[src/rtl/mmio_uart_tx_if.sv]
// Store/load bus seen by memory-mapped peripherals: the core drives the
// strobe, address and write data, and the peripheral answers with read data.
interface mmio_uart_tx_if;
    logic        mem_write;
    logic [31:0] data_addr;
    logic [31:0] wr_data;
    logic [31:0] rd_data;

    modport master (
        output mem_write,
        output data_addr,
        output wr_data,
        input  rd_data
    );

    modport slave (
        input  mem_write,
        input  data_addr,
        input  wr_data,
        output rd_data
    );
endinterface

[src/rtl/mmio_uart_tx.sv]
// Memory-mapped 8N1 UART transmitter: stores to TXDATA are queued in a small
// FIFO and shifted out LSB first; STATUS reports FIFO state and drop count.
module mmio_uart_tx #(
    parameter logic [31:0] BASE_ADDR    = 32'h0000_0200,
    parameter int          CLKS_PER_BIT = 16,
    parameter int          FIFO_DEPTH   = 4
) (
    input  logic           clk,
    input  logic           reset,
    mmio_uart_tx_if.slave  bus,
    output logic           tx_o,
    output logic           busy_o
);

    localparam int PTR_W  = $clog2(FIFO_DEPTH);
    localparam int CNT_W  = $clog2(FIFO_DEPTH + 1);
    localparam int BAUD_W = (CLKS_PER_BIT > 1) ? $clog2(CLKS_PER_BIT) : 1;

    localparam logic [31:0]       STATUS_ADDR = BASE_ADDR + 32'd4;
    localparam logic [CNT_W-1:0]  DEPTH_C     = CNT_W'(FIFO_DEPTH);
    localparam logic [BAUD_W-1:0] BAUD_LAST   = BAUD_W'(CLKS_PER_BIT - 1);

    typedef enum logic [1:0] {
        IDLE  = 2'd0,
        START = 2'd1,
        DATA  = 2'd2,
        STOP  = 2'd3
    } state_e;

    state_e            state_q, state_d;
    logic [BAUD_W-1:0] baud_q, baud_d;
    logic [2:0]        bit_q, bit_d;
    logic [7:0]        shift_q, shift_d;

    logic [7:0]        fifo_q [FIFO_DEPTH];
    logic [PTR_W-1:0]  wr_ptr_q, rd_ptr_q;
    logic [CNT_W-1:0]  count_q, count_d;
    logic [7:0]        ovf_q, ovf_d;
    logic              busy_q, busy_d;

    logic              push_req;
    logic              clr_req;
    logic              accept;
    logic              pop;
    logic              baud_last;
    logic              fifo_empty;
    logic              fifo_full;
    logic              tx_active;
    logic [4:0]        count5;
    logic [7:0]        head;

    always_comb begin
        push_req   = bus.mem_write && (bus.data_addr == BASE_ADDR);
        clr_req    = bus.mem_write && (bus.data_addr == STATUS_ADDR) && bus.wr_data[0];
        baud_last  = (baud_q == BAUD_LAST);
        fifo_empty = (count_q == '0);
        fifo_full  = (count_q == DEPTH_C);
        head       = fifo_q[rd_ptr_q];
        tx_active  = (state_q != IDLE);
        count5     = 5'(count_q);
    end

    // Pop decision uses the pre-edge count, so a byte is never forwarded in
    // the same cycle it is written; a push into a full FIFO survives if a pop
    // frees the slot on the same edge.
    always_comb begin
        pop     = !fifo_empty && ((state_q == IDLE) || ((state_q == STOP) && baud_last));
        accept  = push_req && (!fifo_full || pop);
        count_d = count_q + CNT_W'(accept) - CNT_W'(pop);
    end

    always_comb begin
        ovf_d = ovf_q;
        if (clr_req) begin
            ovf_d = 8'd0;
        end else if (push_req && !accept && (ovf_q != 8'hFF)) begin
            ovf_d = ovf_q + 8'd1;
        end
    end

    always_ff @(posedge clk or negedge reset) begin
        if (!reset) begin
            state_q <= IDLE;
            baud_q  <= '0;
            bit_q   <= '0;
            shift_q <= '0;
        end else begin
            state_q <= state_d;
            baud_q  <= baud_d;
            bit_q   <= bit_d;
            shift_q <= shift_d;
        end
    end

    // The baud counter free-runs and wraps in every active state, so each
    // state simply acts on its last cycle.
    always_comb begin
        state_d = state_q;
        baud_d  = baud_last ? '0 : baud_q + BAUD_W'(1);
        bit_d   = bit_q;
        shift_d = shift_q;
        unique case (state_q)
            IDLE: begin
                baud_d = '0;
                if (pop) begin
                    state_d = START;
                    shift_d = head;
                end
            end
            START: begin
                if (baud_last) begin
                    state_d = DATA;
                    bit_d   = 3'd0;
                end
            end
            DATA: begin
                if (baud_last) begin
                    shift_d = {1'b0, shift_q[7:1]};
                    bit_d   = bit_q + 3'd1;
                    if (bit_q == 3'd7) begin
                        state_d = STOP;
                    end
                end
            end
            STOP: begin
                if (baud_last) begin
                    if (pop) begin
                        state_d = START;
                        shift_d = head;
                    end else begin
                        state_d = IDLE;
                    end
                end
            end
            default: state_d = IDLE;
        endcase
    end

    always_comb begin
        tx_o = 1'b1;
        unique case (state_q)
            IDLE:    tx_o = 1'b1;
            START:   tx_o = 1'b0;
            DATA:    tx_o = shift_q[0];
            STOP:    tx_o = 1'b1;
            default: tx_o = 1'b1;
        endcase
    end

    always_ff @(posedge clk) begin
        if (accept) begin
            fifo_q[wr_ptr_q] <= bus.wr_data[7:0];
        end
    end

    assign busy_d = (count_d != '0) || (state_d != IDLE);

    always_ff @(posedge clk or negedge reset) begin
        if (!reset) begin
            wr_ptr_q <= '0;
            rd_ptr_q <= '0;
            count_q  <= '0;
            ovf_q    <= 8'd0;
            busy_q   <= 1'b0;
        end else begin
            if (accept) begin
                wr_ptr_q <= wr_ptr_q + PTR_W'(1);
            end
            if (pop) begin
                rd_ptr_q <= rd_ptr_q + PTR_W'(1);
            end
            count_q <= count_d;
            ovf_q   <= ovf_d;
            busy_q  <= busy_d;
        end
    end

    assign busy_o = busy_q;

    always_comb begin
        bus.rd_data = 32'd0;
        if (bus.data_addr == STATUS_ADDR) begin
            bus.rd_data = {16'd0, ovf_q, count5, tx_active, fifo_empty, fifo_full};
        end
    end

endmodule

[src/flat_wrapper.sv]
// flat-port wrapper written by rule: the top's interface ports become plain ports
module mmio_uart_tx_flat 
#(
    parameter logic [31:0] BASE_ADDR    = 32'h0000_0200,
    parameter int          CLKS_PER_BIT = 16,
    parameter int          FIFO_DEPTH   = 4
)
  (clk, reset, tx_o, busy_o, bus_mem_write, bus_data_addr, bus_wr_data, bus_rd_data);
  mmio_uart_tx_if bus_i ();
  input  logic clk;
  input  logic reset;
  output logic tx_o;
  output logic busy_o;
  input wire logic [$bits(bus_i.mem_write)-1:0] bus_mem_write;
  input wire logic [$bits(bus_i.data_addr)-1:0] bus_data_addr;
  input wire logic [$bits(bus_i.wr_data)-1:0] bus_wr_data;
  output wire logic [$bits(bus_i.rd_data)-1:0] bus_rd_data;
  assign bus_i.mem_write = bus_mem_write;
  assign bus_i.data_addr = bus_data_addr;
  assign bus_i.wr_data = bus_wr_data;
  assign bus_rd_data = bus_i.rd_data;
  mmio_uart_tx #(.BASE_ADDR(BASE_ADDR), .CLKS_PER_BIT(CLKS_PER_BIT), .FIFO_DEPTH(FIFO_DEPTH)) u_core (.clk(clk), .reset(reset), .bus(bus_i), .tx_o(tx_o), .busy_o(busy_o));
endmodule
[config.mk]
export PLATFORM = sky130hd
export DESIGN_NAME = mmio_uart_tx_flat
export DESIGN_NICKNAME = d
export VERILOG_FILES = /design/src/rtl/mmio_uart_tx_if.sv /design/src/rtl/mmio_uart_tx.sv /design/src/flat_wrapper.sv
export SDC_FILE = /design/constraint.sdc
export NUM_CORES = 1
export LEC_CHECK = 0
export CELL_PAD_IN_SITES_DETAIL_PLACEMENT = 0
export CELL_PAD_IN_SITES_GLOBAL_PLACEMENT = 1
export CORE_MARGIN = 2
export CORE_UTILIZATION = 39
export CTS_CLUSTER_DIAMETER = 200
export CTS_CLUSTER_SIZE = 28
export DETAILED_ROUTE_END_ITERATION = 7
export PLACE_DENSITY_LB_ADDON = 0.1
export SYNTH_ARGS = -nofsm -noshare
export SYNTH_HDL_FRONTEND = slang
export SYNTH_SLANG_ARGS = --single-unit
[constraint.sdc]
create_clock -name clk -period 8.7 [get_ports clk]
set_clock_uncertainty 0.15 [all_clocks]
set_input_delay 2.61 -clock clk [delete_from_list [all_inputs] [get_ports clk]]
set_output_delay 2.61 -clock clk [all_outputs]
set_load 0.05 [all_outputs]
==> results of run 1 <==
## synth_stat cells, types with 2 or more instances
library cell / instances
nand4_1: 2
mux2i_1: 7
xnor2_1: 6
or3_1: 5
a32o_1: 2
dfrtp_1: 33
or4_1: 3
and3_1: 13
nand2_1: 9
o31ai_1: 2
buf_2: 3
and2_1: 5
nor2_1: 13
and4_1: 4
nand3_1: 4
buf_4: 19
a21o_1: 2
ha_1: 15
o21ai_0: 8
nor4_1: 6
mux4_2: 8
nor3_1: 4
inv_1: 11
nor2b_1: 2
clkbuf_1: 6
a21oi_1: 20
edfxtp_1: 32
## per-stage QoR
stage	area [um2]	setup slack [ps]	cells	utilization [%]
2_1_floorplan	3328	1724	281	-
3_3_place_gp	3854	563.5	416	47.14
3_5_place_dp	3854	596.6	416	47.14
4_1_cts	4056	584.0	432	49.62
5_1_grt	4056	446.9	432	49.62
6_report	4056	636.9	432	49.62
## cell type report
cell class              count  share of cell area, %
multi-input cells         176                  32.20
clock inverters             6                  1.851
inverters                  11                  1.018
clock buffers              10                  3.146
flip-flops and latches     65                  44.05
repair buffers             59                  14.50
well taps                 105                  3.239
## flip-flops by register name, indices dropped and copies added (netlist names)
register / cells
u_core.count_q: 3
u_core.bit_q: 3
u_core.busy_o: 1
u_core.baud_q: 4
u_core.ovf_q: 8
u_core.wr_ptr_q: 2
u_core.shift_q: 8
u_core.rd_ptr_q: 2
u_core.state_q: 2
u_core.fifo_q: 32
## routing by layer
layer	track usage (%)	share of wire, %	routed length, um	up-vias
li1	-	-	-	1058
met1	19.75	47	2880	1045
met2	22.71	46	2848	70
met3	4.348	6.4	395	4
met4	5.357	0.71	44	0
met5	0	0	0	-
## how the worst max path moves through the flow
stage                           start              to  slack, ps
CTS                 bus_data_addr[11]  bus_rd_data[1]        580
finish              bus_data_addr[11]  bus_rd_data[1]        640
global route        bus_data_addr[11]  bus_rd_data[1]        450
floorplan           bus_data_addr[11]  bus_rd_data[1]       1720
detailed placement  bus_data_addr[11]  bus_rd_data[1]        600
global placement    bus_data_addr[11]  bus_rd_data[1]        560
## kinds of logic after synthesis
logic type	Yosys count	synth area share [%]
buf+inv	40	7.206
flops	65	54.73
mux	16	8.011
other cells	1	0.1149
xor+xnor	7	1.878
fa+ha+maj	16	6.363
compound gates	43	8.356
simple gates	76	13.34
## report_power, final
part / switching [mW] / total [mW] / internal (mW)
sequential: 0.000000000204 / 0.323 / 0.323
combinational: 0.0251 / 0.0425 / 0.0174
clock: 0.122 / 0.259 / 0.137
total: 0.147 / 0.624 / 0.477
## critical path: stages
cell and delay (ps):
clkdlybuf4s50_1 400, nor4b_1 390, and4_1 300, and2_1 420, nand2_1 180, nor2_1 170, clkdlybuf4s50_1 830
==> results.sh, run 1 <==
export IMPL_outcome="finished, final reports clean"
export IMPL_synth_yosys_seq_area_share_pct=54.73
export IMPL_holdPathStages=1
export IMPL_synth_top_area_share_pct=29.44
export IMPL_grt_max_degree=34
export IMPL_async_flop_share_pct=50.77
export IMPL_wirelength_mm=6.168
export IMPL_period_minus_slack_ps=8063
export IMPL_max_slew_worst_pin_slew_ps=759.2
export IMPL_multiInputGateArea_um2=1306
export IMPL_ys_types=47
export IMPL_final_cell_mix="clkdlybuf4s50_1, dfrtp_1, edfxtp_1, a21oi_1, conb_1"
export IMPL_critPathMaxFanout=14
export IMPL_finalNetCount=405
export IMPL_fin_hold_ws_ps=348.7
export IMPL_final_common_cell="clkdlybuf4s50_1"
export IMPL_worst_ep_arrival_time_ps=5300
export IMPL_worst_setup_path_start_kind="input port"
export IMPL_numClockSinks=65
export IMPL_grt_pass1_vias=2089
export IMPL_drv_slew=0
export IMPL_via_count=2177
export IMPL_crit_required_ps=5940
export IMPL_pin_count=101
export IMPL_end_kind="output port"
export IMPL_r2r_start="u_core.state_q[1]"
export IMPL_gp_congestion=0.7733
export IMPL_synth_area_leader_cell="edfxtp_1"
export IMPL_seqCellArea_um2=1787
export IMPL_rsz0062_at_grt="false"
export IMPL_yosysWarnings=0
export IMPL_drc=0
export IMPL_clk_pin_slew_worst_paths_ps=70
export IMPL_dpl_hpwl_mm=4.410
export IMPL_tns_ps=0
export IMPL_insertedDiodeCount=0
export IMPL_die_w_um=95.49
export IMPL_drt_pass1_iter_count=4
export IMPL_min_from="u_core.bit_q[1]"
export IMPL_ctsRootBufferMaster="clkbuf_8"
export IMPL_syn_area_per_cell_um2=12.37
export IMPL_initialDrtViolationCount=99
export IMPL_hold_viol_final=0
export IMPL_setup_viol=0
export IMPL_insertion_delay_ps=330
export IMPL_cts_buffers_inserted=9
export IMPL_fp_row_count=33
export IMPL_cts_resized=0
export IMPL_p_leak_nw=1.649
export IMPL_rrSetupSlack_ps=5450
export IMPL_reg2reg_depth=12
export IMPL_min_path_type="flop to flop"
export IMPL_synth_cells=264
export IMPL_antenna_found_initial=0
export IMPL_r2r_end="u_core.busy_o"
export IMPL_hold_buffers=0
export IMPL_die_area_um2=9118
export IMPL_cts_setup_buffers=0
export IMPL_nFillCells=725
export IMPL_synth_area_top_cells="edfxtp_1, dfrtp_1, ha_1"
export IMPL_ys_flop_type="dfrtp_1"
export IMPL_wire_per_inst_um=14.28
export IMPL_ys_ff_latch=65
export IMPL_grt_usage_pct=14.71
export IMPL_ir_worst_vdd_v=0.00007496
export IMPL_start_util_pct=39.93
export IMPL_core_area_um2=8175
export IMPL_cap_violations=0
export IMPL_fmax_mhz=124.0
export IMPL_drtAntennaViolNets=0
export IMPL_portBuffers=58
export IMPL_syn2layout_area_growth_pct=24.26
export IMPL_cts_tree="yes"
export IMPL_min_to="u_core.bit_q[1]"
export IMPL_drive_gt1_share_pct=8.869
export IMPL_p_total_mw=0.6243
export IMPL_path_class="input port to output port"
export IMPL_grt_pass1_wl_mm=9.991
export IMPL_clockBufferDepth=2
export IMPL_via_per_inst=5.039
export IMPL_powerDensity_nw_per_um2=153.9
export IMPL_synth_edff_count=32
export IMPL_slew_headroom_pct=49.39
export IMPL_min_period_over_period_pct=92.68
export IMPL_die_h_um=95.49
export IMPL_grt_overflow=0
export IMPL_syn_cell_area_um2=3264
export IMPL_htreeDepth=3
Note: power is estimated with default switching activity, not from simulation.
==> inputs of run 2 (changes only) <==
- SKIP_LAST_GASP: default -> 1
==> results of run 2 <==
No change in the layout: final DEF, timing and power equal those of run 1.
